File: src/rtl/uart_pkg.sv
// Shared UART definitions: data width, default RX FIFO depth, FIFO entry layout.
package uart_pkg;

   localparam int UART_DATA_W        = 8;
   localparam int UART_RX_FIFO_DEPTH = 16;

   // One buffered byte together with its framing-error flag.
   typedef struct packed {
      logic                   err;
      logic [UART_DATA_W-1:0] data;
   } uart_rx_entry_t;

endpackage

File: src/rtl/uart_rx_fifo_if.sv
// Receiver-to-CPU byte buffer interface.
// Macro UART_RX_ERR_DROP_EN adds the drop_count signal.
interface uart_rx_fifo_if #(parameter int DEPTH = 16);
   import uart_pkg::*;

   localparam int ADDR_W = $clog2(DEPTH);

   logic [UART_DATA_W-1:0] rx_data;
   logic                   rx_done;
   logic                   rx_error;
   logic                   rd_en;
   logic                   ovf_clr;
   logic [UART_DATA_W-1:0] rd_data;
   logic                   rd_err;
   logic                   empty;
   logic                   full;
   logic [ADDR_W:0]        level;
   logic                   overflow;
   logic                   irq;
`ifdef UART_RX_ERR_DROP_EN
   logic [7:0]             drop_count;
`endif

   // Driver side: receiver plus CPU.
   modport master (
      output rx_data, rx_done, rx_error, rd_en, ovf_clr,
      input  rd_data, rd_err, empty, full, level, overflow, irq
`ifdef UART_RX_ERR_DROP_EN
      , input drop_count
`endif
   );

   // FIFO side.
   modport slave (
      input  rx_data, rx_done, rx_error, rd_en, ovf_clr,
      output rd_data, rd_err, empty, full, level, overflow, irq
`ifdef UART_RX_ERR_DROP_EN
      , output drop_count
`endif
   );

endinterface

File: src/rtl/uart_fifo_mem.sv
// Simple dual-port storage: synchronous write, asynchronous read.
// Shared by the RX and TX byte buffers.
module uart_fifo_mem #(
   parameter int  DEPTH   = 16,
   parameter type entry_t = logic [8:0]
) (
   input  logic                     clk,
   input  logic                     we,
   input  logic [$clog2(DEPTH)-1:0] waddr,
   input  entry_t                   wdata,
   input  logic [$clog2(DEPTH)-1:0] raddr,
   output entry_t                   rdata
);

   entry_t mem [DEPTH];

   // Write port; contents need no reset, pointers qualify every read.
   always_ff @(posedge clk) begin
      if (we) mem[waddr] <= wdata;
   end

   assign rdata = mem[raddr];

endmodule

File: src/rtl/uart_rx_fifo.sv
// Receive-side FWFT byte FIFO between the UART receiver and the CPU bus.
// Macro UART_RX_ERR_DROP_EN: discard bytes flagged with rx_error and count them.
module uart_rx_fifo
   import uart_pkg::*;
#(
   parameter int DEPTH     = UART_RX_FIFO_DEPTH,
   parameter int IRQ_LEVEL = 8
) (
   input logic           clk,
   input logic           reset,
   uart_rx_fifo_if.slave bus
);

   localparam int              ADDR_W   = $clog2(DEPTH);
   localparam logic [ADDR_W:0] FULL_LVL = (ADDR_W+1)'(DEPTH);
   localparam logic [ADDR_W:0] IRQ_LVL  = (ADDR_W+1)'(IRQ_LEVEL);

   logic            rx_done_q, rx_done_d;
   logic            push_q, push_d;
   uart_rx_entry_t  push_ent_q, push_ent_d;
   logic [ADDR_W:0] wr_ptr_q, wr_ptr_d;
   logic [ADDR_W:0] rd_ptr_q, rd_ptr_d;
   logic            overflow_q, overflow_d;
`ifdef UART_RX_ERR_DROP_EN
   logic [7:0]      drop_cnt_q, drop_cnt_d;
`endif

   logic            req;
   logic [ADDR_W:0] level;
   logic            empty, full, pop, wr_en, ovf_set;
   uart_rx_entry_t  head;

   // Occupancy and the push/pop decisions, all from registered pointers.
   always_comb begin
      level   = wr_ptr_q - rd_ptr_q;
      empty   = (level == '0);
      full    = (level == FULL_LVL);
      pop     = bus.rd_en & ~empty;
      wr_en   = push_q & (~full | pop);
      ovf_set = push_q & full & ~pop;
   end

   // One request per frame on the rising edge of rx_done; it is staged for a cycle
   // so the entry lands one edge after the rising edge is first sampled.
   always_comb begin
      rx_done_d  = bus.rx_done;
      req        = bus.rx_done & ~rx_done_q;
      push_ent_d = '{err: bus.rx_error, data: bus.rx_data};
`ifdef UART_RX_ERR_DROP_EN
      push_d     = req & ~bus.rx_error;
      drop_cnt_d = drop_cnt_q;
      if (req && bus.rx_error && drop_cnt_q != 8'hFF) drop_cnt_d = drop_cnt_q + 8'd1;
`else
      push_d     = req;
`endif
   end

   // Pointer advance and sticky overflow; a fresh overflow beats the clear.
   always_comb begin
      wr_ptr_d   = wr_ptr_q + {{ADDR_W{1'b0}}, wr_en};
      rd_ptr_d   = rd_ptr_q + {{ADDR_W{1'b0}}, pop};
      overflow_d = overflow_q;
      if (ovf_set)          overflow_d = 1'b1;
      else if (bus.ovf_clr) overflow_d = 1'b0;
   end

   // State registers; rx_done_q resets high so a stale rx_done is never captured.
   always_ff @(posedge clk or posedge reset) begin
      if (reset) begin
         rx_done_q  <= 1'b1;
         push_q     <= 1'b0;
         push_ent_q <= '0;
         wr_ptr_q   <= '0;
         rd_ptr_q   <= '0;
         overflow_q <= 1'b0;
`ifdef UART_RX_ERR_DROP_EN
         drop_cnt_q <= '0;
`endif
      end else begin
         rx_done_q  <= rx_done_d;
         push_q     <= push_d;
         push_ent_q <= push_ent_d;
         wr_ptr_q   <= wr_ptr_d;
         rd_ptr_q   <= rd_ptr_d;
         overflow_q <= overflow_d;
`ifdef UART_RX_ERR_DROP_EN
         drop_cnt_q <= drop_cnt_d;
`endif
      end
   end

   uart_fifo_mem #(.DEPTH(DEPTH), .entry_t(uart_rx_entry_t)) u_mem (
      .clk   (clk),
      .we    (wr_en),
      .waddr (wr_ptr_q[ADDR_W-1:0]),
      .wdata (push_ent_q),
      .raddr (rd_ptr_q[ADDR_W-1:0]),
      .rdata (head)
   );

   // Head is masked while empty so the outputs are defined straight out of reset.
   assign bus.rd_data  = empty ? '0 : head.data;
`ifdef UART_RX_ERR_DROP_EN
   assign bus.rd_err     = 1'b0;
   assign bus.drop_count = drop_cnt_q;
`else
   assign bus.rd_err   = empty ? 1'b0 : head.err;
`endif
   assign bus.empty    = empty;
   assign bus.full     = full;
   assign bus.level    = level;
   assign bus.overflow = overflow_q;
   assign bus.irq      = (level >= IRQ_LVL);

endmodule

File: src/flat_wrapper.sv
// flat-port wrapper written by rule: the top's interface ports become plain ports
module uart_rx_fifo_flat import uart_pkg::*;
#(
   parameter int DEPTH     = UART_RX_FIFO_DEPTH,
   parameter int IRQ_LEVEL = 8
)
  (clk, reset, bus_rx_data, bus_rx_done, bus_rx_error, bus_rd_en, bus_ovf_clr, bus_rd_data, bus_rd_err, bus_empty, bus_full, bus_level, bus_overflow, bus_irq);
  uart_rx_fifo_if #(.DEPTH(DEPTH)) bus_i ();
  input logic clk;
  input logic reset;
  input wire logic [$bits(bus_i.rx_data)-1:0] bus_rx_data;
  input wire logic [$bits(bus_i.rx_done)-1:0] bus_rx_done;
  input wire logic [$bits(bus_i.rx_error)-1:0] bus_rx_error;
  input wire logic [$bits(bus_i.rd_en)-1:0] bus_rd_en;
  input wire logic [$bits(bus_i.ovf_clr)-1:0] bus_ovf_clr;
  output wire logic [$bits(bus_i.rd_data)-1:0] bus_rd_data;
  output wire logic [$bits(bus_i.rd_err)-1:0] bus_rd_err;
  output wire logic [$bits(bus_i.empty)-1:0] bus_empty;
  output wire logic [$bits(bus_i.full)-1:0] bus_full;
  output wire logic [$bits(bus_i.level)-1:0] bus_level;
  output wire logic [$bits(bus_i.overflow)-1:0] bus_overflow;
  output wire logic [$bits(bus_i.irq)-1:0] bus_irq;
  assign bus_i.rx_data = bus_rx_data;
  assign bus_i.rx_done = bus_rx_done;
  assign bus_i.rx_error = bus_rx_error;
  assign bus_i.rd_en = bus_rd_en;
  assign bus_i.ovf_clr = bus_ovf_clr;
  assign bus_rd_data = bus_i.rd_data;
  assign bus_rd_err = bus_i.rd_err;
  assign bus_empty = bus_i.empty;
  assign bus_full = bus_i.full;
  assign bus_level = bus_i.level;
  assign bus_overflow = bus_i.overflow;
  assign bus_irq = bus_i.irq;
  uart_rx_fifo #(.DEPTH(DEPTH), .IRQ_LEVEL(IRQ_LEVEL)) u_core (.clk(clk), .reset(reset), .bus(bus_i));
endmodule
File: config.mk
export PLATFORM = sky130hd
export DESIGN_NAME = uart_rx_fifo_flat
export DESIGN_NICKNAME = d
export VERILOG_FILES = /design/src/rtl/uart_pkg.sv /design/src/rtl/uart_rx_fifo_if.sv /design/src/rtl/uart_fifo_mem.sv /design/src/rtl/uart_rx_fifo.sv /design/src/flat_wrapper.sv
export SDC_FILE = /design/constraint.sdc
export NUM_CORES = 1
export LEC_CHECK = 0
export CORE_ASPECT_RATIO = 1.4
export CORE_UTILIZATION = 50
export CTS_CLUSTER_SIZE = 25
export DETAILED_ROUTE_END_ITERATION = 16
export PLACE_DENSITY_LB_ADDON = 0.25
export SYNTH_ARGS = -nofsm -noshare
export SYNTH_HDL_FRONTEND = slang
export SYNTH_SLANG_ARGS = --single-unit
File: constraint.sdc
create_clock -name clk -period 3.5 [get_ports clk]
set_input_delay 0.7 -clock clk [delete_from_list [all_inputs] [get_ports clk]]
set_output_delay 0.7 -clock clk [all_outputs]
set_load 0.1 [all_outputs]
==> reports/qor.txt, run 1 <==
OUTCOME
------------------------------------------------------------------------------------
Status                                                                  finished clean

FLOORPLANNING
------------------------------------------------------------------------------------
Ports placed on the boundary                                                      32
Chip Width                                                                  99.02 µm
Placeable Area                                                             12870 µm²
Die Y-Extent                                                                137.8 µm
Initial cell density of the core                                              51.18%
Cell Rows                                                                         49
Overall die area                                                           13650 µm²

PLACE
------------------------------------------------------------------------------------
Gpl congestion                                                                0.7825
Detailed placer's ending HPWL                                                8152 µm
Worst slack after detailed placement                                        110.1 ps
Placed Cells incl. Taps                                                          521
Port Buffer Count                                                                 31
Cell Area, Placed                                                           7481 µm²

TIMING
------------------------------------------------------------------------------------
Relative slew margins                                                         25.99%
Setup repair after global routing missed its margin                             true
Worst hold margin                                                           486.9 ps
Setup Viol. Count Final                                                            0
Worst Tran Pin Value                                                         1107 ps
Final Max Tran Viols                                                               0
Max frequency                                                              291.5 MHz
Setup WS post-layout                                                        69.86 ps
Worst-case clock skew                                                       7.718 ps
Endpoints failing hold                                                             0
Period minus WS final                                                        3430 ps
Fin crit share                                                                98.00%

YOSYS
------------------------------------------------------------------------------------
Yosys warning total                                                                0
Post-Syn Nets                                                                    366
Post-synthesis instance area                                                6589 µm²
Synthesized instance count                                                       343
Share of flip-flops with an asynchronous set or reset after synthesis         13.25%
Largest cells by area after synthesis                                   sky130_fd_sc_hd__edfxtp_1 (66%), sky130_fd_sc_hd__mux4_2 (12%), sky130_fd_sc_hd__dfrtp_1 (8.0%)
Synth area leader                                                       sky130_fd_sc_hd__edfxtp_1
Leading post-synthesis cells by instance count                          sky130_fd_sc_hd__edfxtp_1 (144), sky130_fd_sc_hd__mux4_2 (36), sky130_fd_sc_hd__dfrtp_1 (21)
Count of distinct cell types in the synthesized netlist                           37
Number of synthesized register bits                                              166
Most numerous cell in the Yosys netlist                                 sky130_fd_sc_hd__edfxtp_1
Yosys top cell area share                                                     65.63%
Main flop type after synthesis                                          sky130_fd_sc_hd__edfxtp_1
Register area share after synthesis                                           74.00%
Number of synthesized flops with an enable pin                                   144
Average instance area after synthesis                                      19.21 µm²

LAYOUT
------------------------------------------------------------------------------------
Total Nets Final                                                                 417
Layout cell share with drive strength beyond 1                                32.68%
Area growth syn-to-layout                                                     24.36%
Number of antenna repair diodes                                                    0
Fillers                                                                          880
Area of all placed cells without fillers                                    8194 µm²
Number of non-filler instances in the completed layout                           560
Total area of multi-input combinational cells                               1858 µm²
Register Area                                                               4877 µm²

CLOCKING
------------------------------------------------------------------------------------
Number of CTS-inserted buffers                                                    17
Clock Root Buffer                                                       sky130_fd_sc_hd__clkbuf_16
Clock H-tree levels                                                                4
Clock tree from TritonCTS                                                       done
Clock transition at the registers of the reported paths                        60 ps
Clock latency of the later-clocked register in the worst-skew pair            410 ps
CTS Buffer Depth                                                                   2
Number of sinks handled by clock tree synthesis                                  166

ROUTING
------------------------------------------------------------------------------------
Antenna viol nets, final                                                           0
Drt total wl                                                                12910 µm
DRC viols                                                                          0
Average wire per standard cell                                              23.06 µm
Routed vias                                                                     3234
Initial drt markers                                                              229
Drt pass-1 iters                                                                   4
Via count normalized by instance count                                         5.775

WORST SETUP PATH
------------------------------------------------------------------------------------
Crit path from                                                          u_core.wr_ptr_q[0]
Largest fanout of any net on the critical path                                     5
Length in cells of the worst reg-to-reg path                                      15
Launch instance of the worst register-to-register path                  u_core.wr_ptr_q[0]
Worst Path Arrival                                                           2730 ps
CP Class                                                                register to primary output
Critical path required time                                                  2800 ps
Crit. End Element                                                       primary output
Kind of launch point of the worst setup path                                register

GLOBAL ROUTE
------------------------------------------------------------------------------------
Largest net degree at the start of global routing                                 40
Overall global routing resource usage                                         21.07%
Vias in the first global route                                                  3493
Congestion Overflow GR                                                             0
First-pass GRT wire length                                                  20080 µm
Initial antenna violation count                                                    0

WORST HOLD PATH
------------------------------------------------------------------------------------
Class of the worst hold path                                            register to register
Number of cells on the worst hold path                                             1
Source of the worst hold timing path                                    u_core.rx_done_q

JOB
------------------------------------------------------------------------------------
Number of violations of the max-capacitance limit                                  0

[cell families (layout without fill, tap and decap cells)]
family	count (synthesis)	after routing	synth area share [%]
adder cells (fa/ha/maj)	9	9	1.823
multiplexers	40	40	12.91
buffers and inverters	24	88	1.671
AO/OA/AOI/OAI	26	26	3.096
flip-flops	166	166	74.00
XOR/XNOR	9	9	1.196
AND/OR/NAND/NOR	69	69	5.298
[area by class of cell]
type	count	area share, %
clock buffer	17	5.192
clock inverter	15	2.031
inverter	9	0.5650
multi-input combinational	153	22.68
sequential	166	59.52
tap	153	2.336
timing repair buffer	47	7.681
[worst max-delay path, cell delays in order, from the launching register on]
cell and delay [ps]:
sky130_fd_sc_hd__dfrtp_1 390, sky130_fd_sc_hd__inv_2 90, sky130_fd_sc_hd__ha_4 140, sky130_fd_sc_hd__inv_2 40, sky130_fd_sc_hd__fa_2 420, sky130_fd_sc_hd__buf_6 140
sky130_fd_sc_hd__nor3b_2 170, sky130_fd_sc_hd__nand4b_1 210, sky130_fd_sc_hd__a2bb2oi_4 280, sky130_fd_sc_hd__clkbuf_16 210, sky130_fd_sc_hd__a211oi_4 50, sky130_fd_sc_hd__buf_12 180
[flip-flops by register name, summed over array words and instances, names as in the netlist]
register / flops
u_core.u_mem.mem: 144
u_core.push_ent_q: 9
u_core.rd_ptr_q: 5
u_core.wr_ptr_q: 5
u_core.bus.overflow: 1
u_core.push_q: 1
u_core.rx_done_q: 1
[through the flow]
step	util, %	setup TNS [ps]
floorplan	-	-2888
global placement	58.11	0
detailed placement	58.11	0
CTS	63.33	0
global route	63.64	-195.7
finish	63.64	0
[path summary, 6_finish.rpt]
check	endpoint	slack, ps
worst max-delay path	bus_rd_data[7]	70
worst min-delay path	u_core.push_q	490
worst max register to register	u_core.wr_ptr_q[4]	160
worst min register to register	u_core.push_q	490
max in group asynchronous	u_core.rd_ptr_q[0]	2130
min in group asynchronous	u_core.wr_ptr_q[2]	780
[layout by cell type (no fill, tap or decap), drive strengths merged, types with 3 or more instances in the layout]
cell type      count
nor4b              4
a21oi              4
xor2               5
clkbuf            18
edfxtp           144
nand3              9
dfrtp             21
nor2b              8
buf               32
xnor2              4
clkinv             5
mux4              36
a211oi             8
a22oi              5
nand2             20
ha                 8
nor3b              3
mux2i              4
clkdlybuf4s50     14
a31oi              5
nor2              17
inv               15
[routing by layer]
| metal | global-route usage (%) | up-vias | share of wire, % |
|---|---|---|---|
| li1 | - | 1463 | - |
| met1 | 26.51 | 1682 | 40 |
| met2 | 35.98 | 81 | 55 |
| met3 | 4.059 | 8 | 3.9 |
| met4 | 8.955 | 0 | 0.90 |
| met5 | 0 | - | 0 |
[repair_timing]
item	in CTS	in global routing
hold buffers	0	0
pin swaps	4	1
endpoints found under the setup margin	10	12
buffers inserted	4	2
cloned	1	0
resized for setup	5	8
Power of run 1 is left out: the tool's default activity adds up to more than one toggle a clock period on the data nets, which glitch-free logic cannot reach.
==> run 2: changes to the inputs <==
- PLACE_DENSITY: unset -> 0.75
- PLACE_DENSITY_LB_ADDON: 0.25 -> unset
==> run 2 against run 1 <==
Compared with the run above:
- final cell count decreased by 0.18%
- worst setup slack improved by 19 ps
- sequential cell count unchanged
- sequential share of layout area grew 0.073 points
- hold slack better by 5.8 ps
- register-to-register slack improved by 40 ps
- via count increased by 2.5%
- die area unchanged
- first-iteration DRC count grew 30%
- critical path type unchanged
==> reports/qor.txt, run 2 (same netlist as run 1, synthesis figures left out) <==
WORST SETUP PATH
---------------------------------------------------------------------------------
Crit. End Element                                                    primary output   unchanged
Launch instance of the worst register-to-register path               u_core.wr_ptr_q[0]   unchanged
Largest fanout of any net on the critical path                                  6   was 5
Critical path required time                                               2800 ps   about the same
Setup slack on the worst flop-to-flop path                                 200 ps   was 160 ps
CP Class                                                             register to primary output   unchanged
Length in cells of the worst reg-to-reg path                                   14   was 15
Worst Path Arrival                                                        2710 ps   was 2730 ps
Kind of launch point of the worst setup path                             register   unchanged
Endpoint of the most critical register-to-register path              u_core.wr_ptr_q[4]   unchanged

PLACE
---------------------------------------------------------------------------------
Port Buffer Count                                                              31   unchanged
Gpl congestion                                                             0.7889   was 0.7825
Worst slack after detailed placement                                     139.5 ps   was 110.1 ps
Detailed placer's ending HPWL                                             7979 µm   was 8152 µm
Cell Area, Placed                                                        7481 µm²   unchanged
Placed Cells incl. Taps                                                       521   unchanged

TIMING
---------------------------------------------------------------------------------
Setup WS post-layout                                                     88.94 ps   was 69.86 ps
Max frequency                                                           293.2 MHz   was 291.5 MHz
Relative slew margins                                                      21.99%   was 25.99%
Endpoints failing hold                                                          0   unchanged
Setup Viol. Count Final                                                         0   unchanged
Worst-case clock skew                                                    7.064 ps   was 7.718 ps
Final Max Tran Viols                                                            0   unchanged
Period minus WS final                                                     3411 ps   was 3430 ps
Setup repair after global routing missed its margin                          true   unchanged
Fin crit share                                                             97.46%   was 98.00%
Worst Tran Pin Value                                                      1166 ps   was 1107 ps

GLOBAL ROUTE
---------------------------------------------------------------------------------
Initial antenna violation count                                                 0   unchanged
Overall global routing resource usage                                      21.60%   was 21.07%
First-pass GRT wire length                                               20360 µm   was 20080 µm
Vias in the first global route                                               3393   was 3493
Largest net degree at the start of global routing                              40   unchanged
Congestion Overflow GR                                                          0   unchanged

ROUTING
---------------------------------------------------------------------------------
Via count normalized by instance count                                      5.930   was 5.775
Average wire per standard cell                                           23.70 µm   was 23.06 µm
Antenna viol nets, final                                                        0   unchanged
Initial drt markers                                                           298   was 229
DRC viols                                                                       0   unchanged
Drt total wl                                                             13250 µm   was 12910 µm
Drt pass-1 iters                                                                4   unchanged
Routed vias                                                                  3315   was 3234

FLOORPLANNING
---------------------------------------------------------------------------------
Chip Width                                                               99.02 µm   unchanged
Overall die area                                                        13650 µm²   unchanged
Ports placed on the boundary                                                   32   unchanged
Cell Rows                                                                      49   unchanged
Initial cell density of the core                                           51.18%   unchanged
Placeable Area                                                          12870 µm²   unchanged
Die Y-Extent                                                             137.8 µm   unchanged

JOB
---------------------------------------------------------------------------------
Number of violations of the max-capacitance limit                               0   unchanged

WORST HOLD PATH
---------------------------------------------------------------------------------
Class of the worst hold path                                         register to register   unchanged
Worst min-delay path endpoint                                        u_core.rd_ptr_q[4]   was u_core.push_q
Source of the worst hold timing path                                 u_core.rd_ptr_q[4]   was u_core.rx_done_q
Number of cells on the worst hold path                                          1   unchanged

LAYOUT
---------------------------------------------------------------------------------
Number of antenna repair diodes                                                 0   unchanged
Area of all placed cells without fillers                                 8184 µm²   was 8194 µm²
Largest register FFs                                                          144   unchanged
Top library cells by usage in the layout, fill and taps aside        sky130_fd_sc_hd__edfxtp_1 (144), sky130_fd_sc_hd__mux4_2 (36), sky130_fd_sc_hd__nand2_1 (20), sky130_fd_sc_hd__dfrtp_1 (20)   was sky130_fd_sc_hd__edfxtp_1 (144), sky130_fd_sc_hd__mux4_2 (36), sky130_fd_sc_hd__nand2_1 (20), sky130_fd_sc_hd__dfrtp_1 (20), sky130_fd_sc_hd__clkbuf_16 (18)
Total Nets Final                                                              416   was 417
Fillers                                                                       853   was 880
Layout cell share with drive strength beyond 1                             32.51%   was 32.68%
Area growth syn-to-layout                                                  24.21%   was 24.36%
Registers with the most flip-flops                                   u_core.u_mem.mem: 144 flops, u_core.push_ent_q: 9 flops   unchanged
Total area of multi-input combinational cells                            1858 µm²   unchanged
Number of non-filler instances in the completed layout                        559   was 560
Most flop-heavy register                                             u_core.u_mem.mem   unchanged
Most common cell after layout, fill and taps aside                   sky130_fd_sc_hd__edfxtp_1   unchanged
Register Area                                                            4877 µm²   unchanged

CLOCKING
---------------------------------------------------------------------------------
Number of sinks handled by clock tree synthesis                               166   unchanged
Clock transition at the registers of the reported paths                     60 ps   about the same
Clock latency of the later-clocked register in the worst-skew pair         430 ps   was 410 ps
Clock H-tree levels                                                             4   unchanged
Number of CTS-inserted buffers                                                 17   unchanged
Hold buffer count at cts                                                        0   unchanged
Clock Root Buffer                                                    sky130_fd_sc_hd__clkbuf_16   unchanged
CTS Buffer Depth                                                                2   unchanged
Clock tree from TritonCTS                                                    done   unchanged

OUTCOME
---------------------------------------------------------------------------------
Status                                                               finished clean   unchanged

==> run 2: layout make-up <==
class | instances | share of cell area (%)
Multi-Input combinational cell | 153 | 22.70
Clock inverter | 15 | 2.064
Timing Repair Buffer | 46 | 7.537
Clock buffer | 17 | 5.198
Sequential cell | 166 | 59.59
Tap cell | 153 | 2.339
Inverter | 9 | 0.5657
==> run 2: how the worst max path moves through the flow <==
stage / from / to / slack (ps) / cells after the start
4_1_cts: u_core.wr_ptr_q[0] / bus_rd_err / 5 / 10
2_1_floorplan: u_core.rd_ptr_q[1] / bus_rd_err / -480 / 9
5_1_grt: u_core.wr_ptr_q[0] / bus_rd_data[5] / -9 / 10
3_5_place_dp: u_core.wr_ptr_q[0] / u_core.wr_ptr_q[4] / 140 / 13
6_report: u_core.wr_ptr_q[0] / bus_rd_data[2] / 90 / 10
3_3_place_gp: u_core.wr_ptr_q[0] / u_core.wr_ptr_q[4] / 270 / 13
==> run 2: worst max-delay path, cell delays in order (launching register included) <==
cell,delay [ps]
sky130_fd_sc_hd__dfrtp_1,390
sky130_fd_sc_hd__inv_2,90
sky130_fd_sc_hd__ha_4,130
sky130_fd_sc_hd__inv_2,30
sky130_fd_sc_hd__fa_2,460
sky130_fd_sc_hd__nand3b_1,190
sky130_fd_sc_hd__a211o_4,290
sky130_fd_sc_hd__a2bb2oi_4,250
sky130_fd_sc_hd__buf_12,200
sky130_fd_sc_hd__a31oi_4,50
sky130_fd_sc_hd__buf_12,180
==> run 2: per-layer routing <==
metal / GRT usage [%] / vias up / routed length [µm]
met5: 0 / - / 0
met4: 11.28 / 0 / 357
met3: 4.363 / 24 / 578
met2: 35.12 / 105 / 6890
met1: 27.77 / 1723 / 5424
li1: - / 1463 / -
==> run 2: metrics by stage <==
stage                     util [%]  hold WS (ps)  setup TNS (ps)
after floorplan                  -         463.7           -2888
after global placement       58.11         478.8               0
after detailed placement     58.11         483.9               0
after CTS                    63.33         496.7               0
after global routing         63.57         511.1          -12.14
final                        63.57         492.7               0
==> run 2: what timing repair did <==
item                       in CTS  in global routing
gates cloned                    1                  0
gates resized for setup         5                  5
setup endpoints to repair      10                 20
buffers inserted                4                  1
pin swaps                       4                  6
Power of run 2 is left out for the same reason.
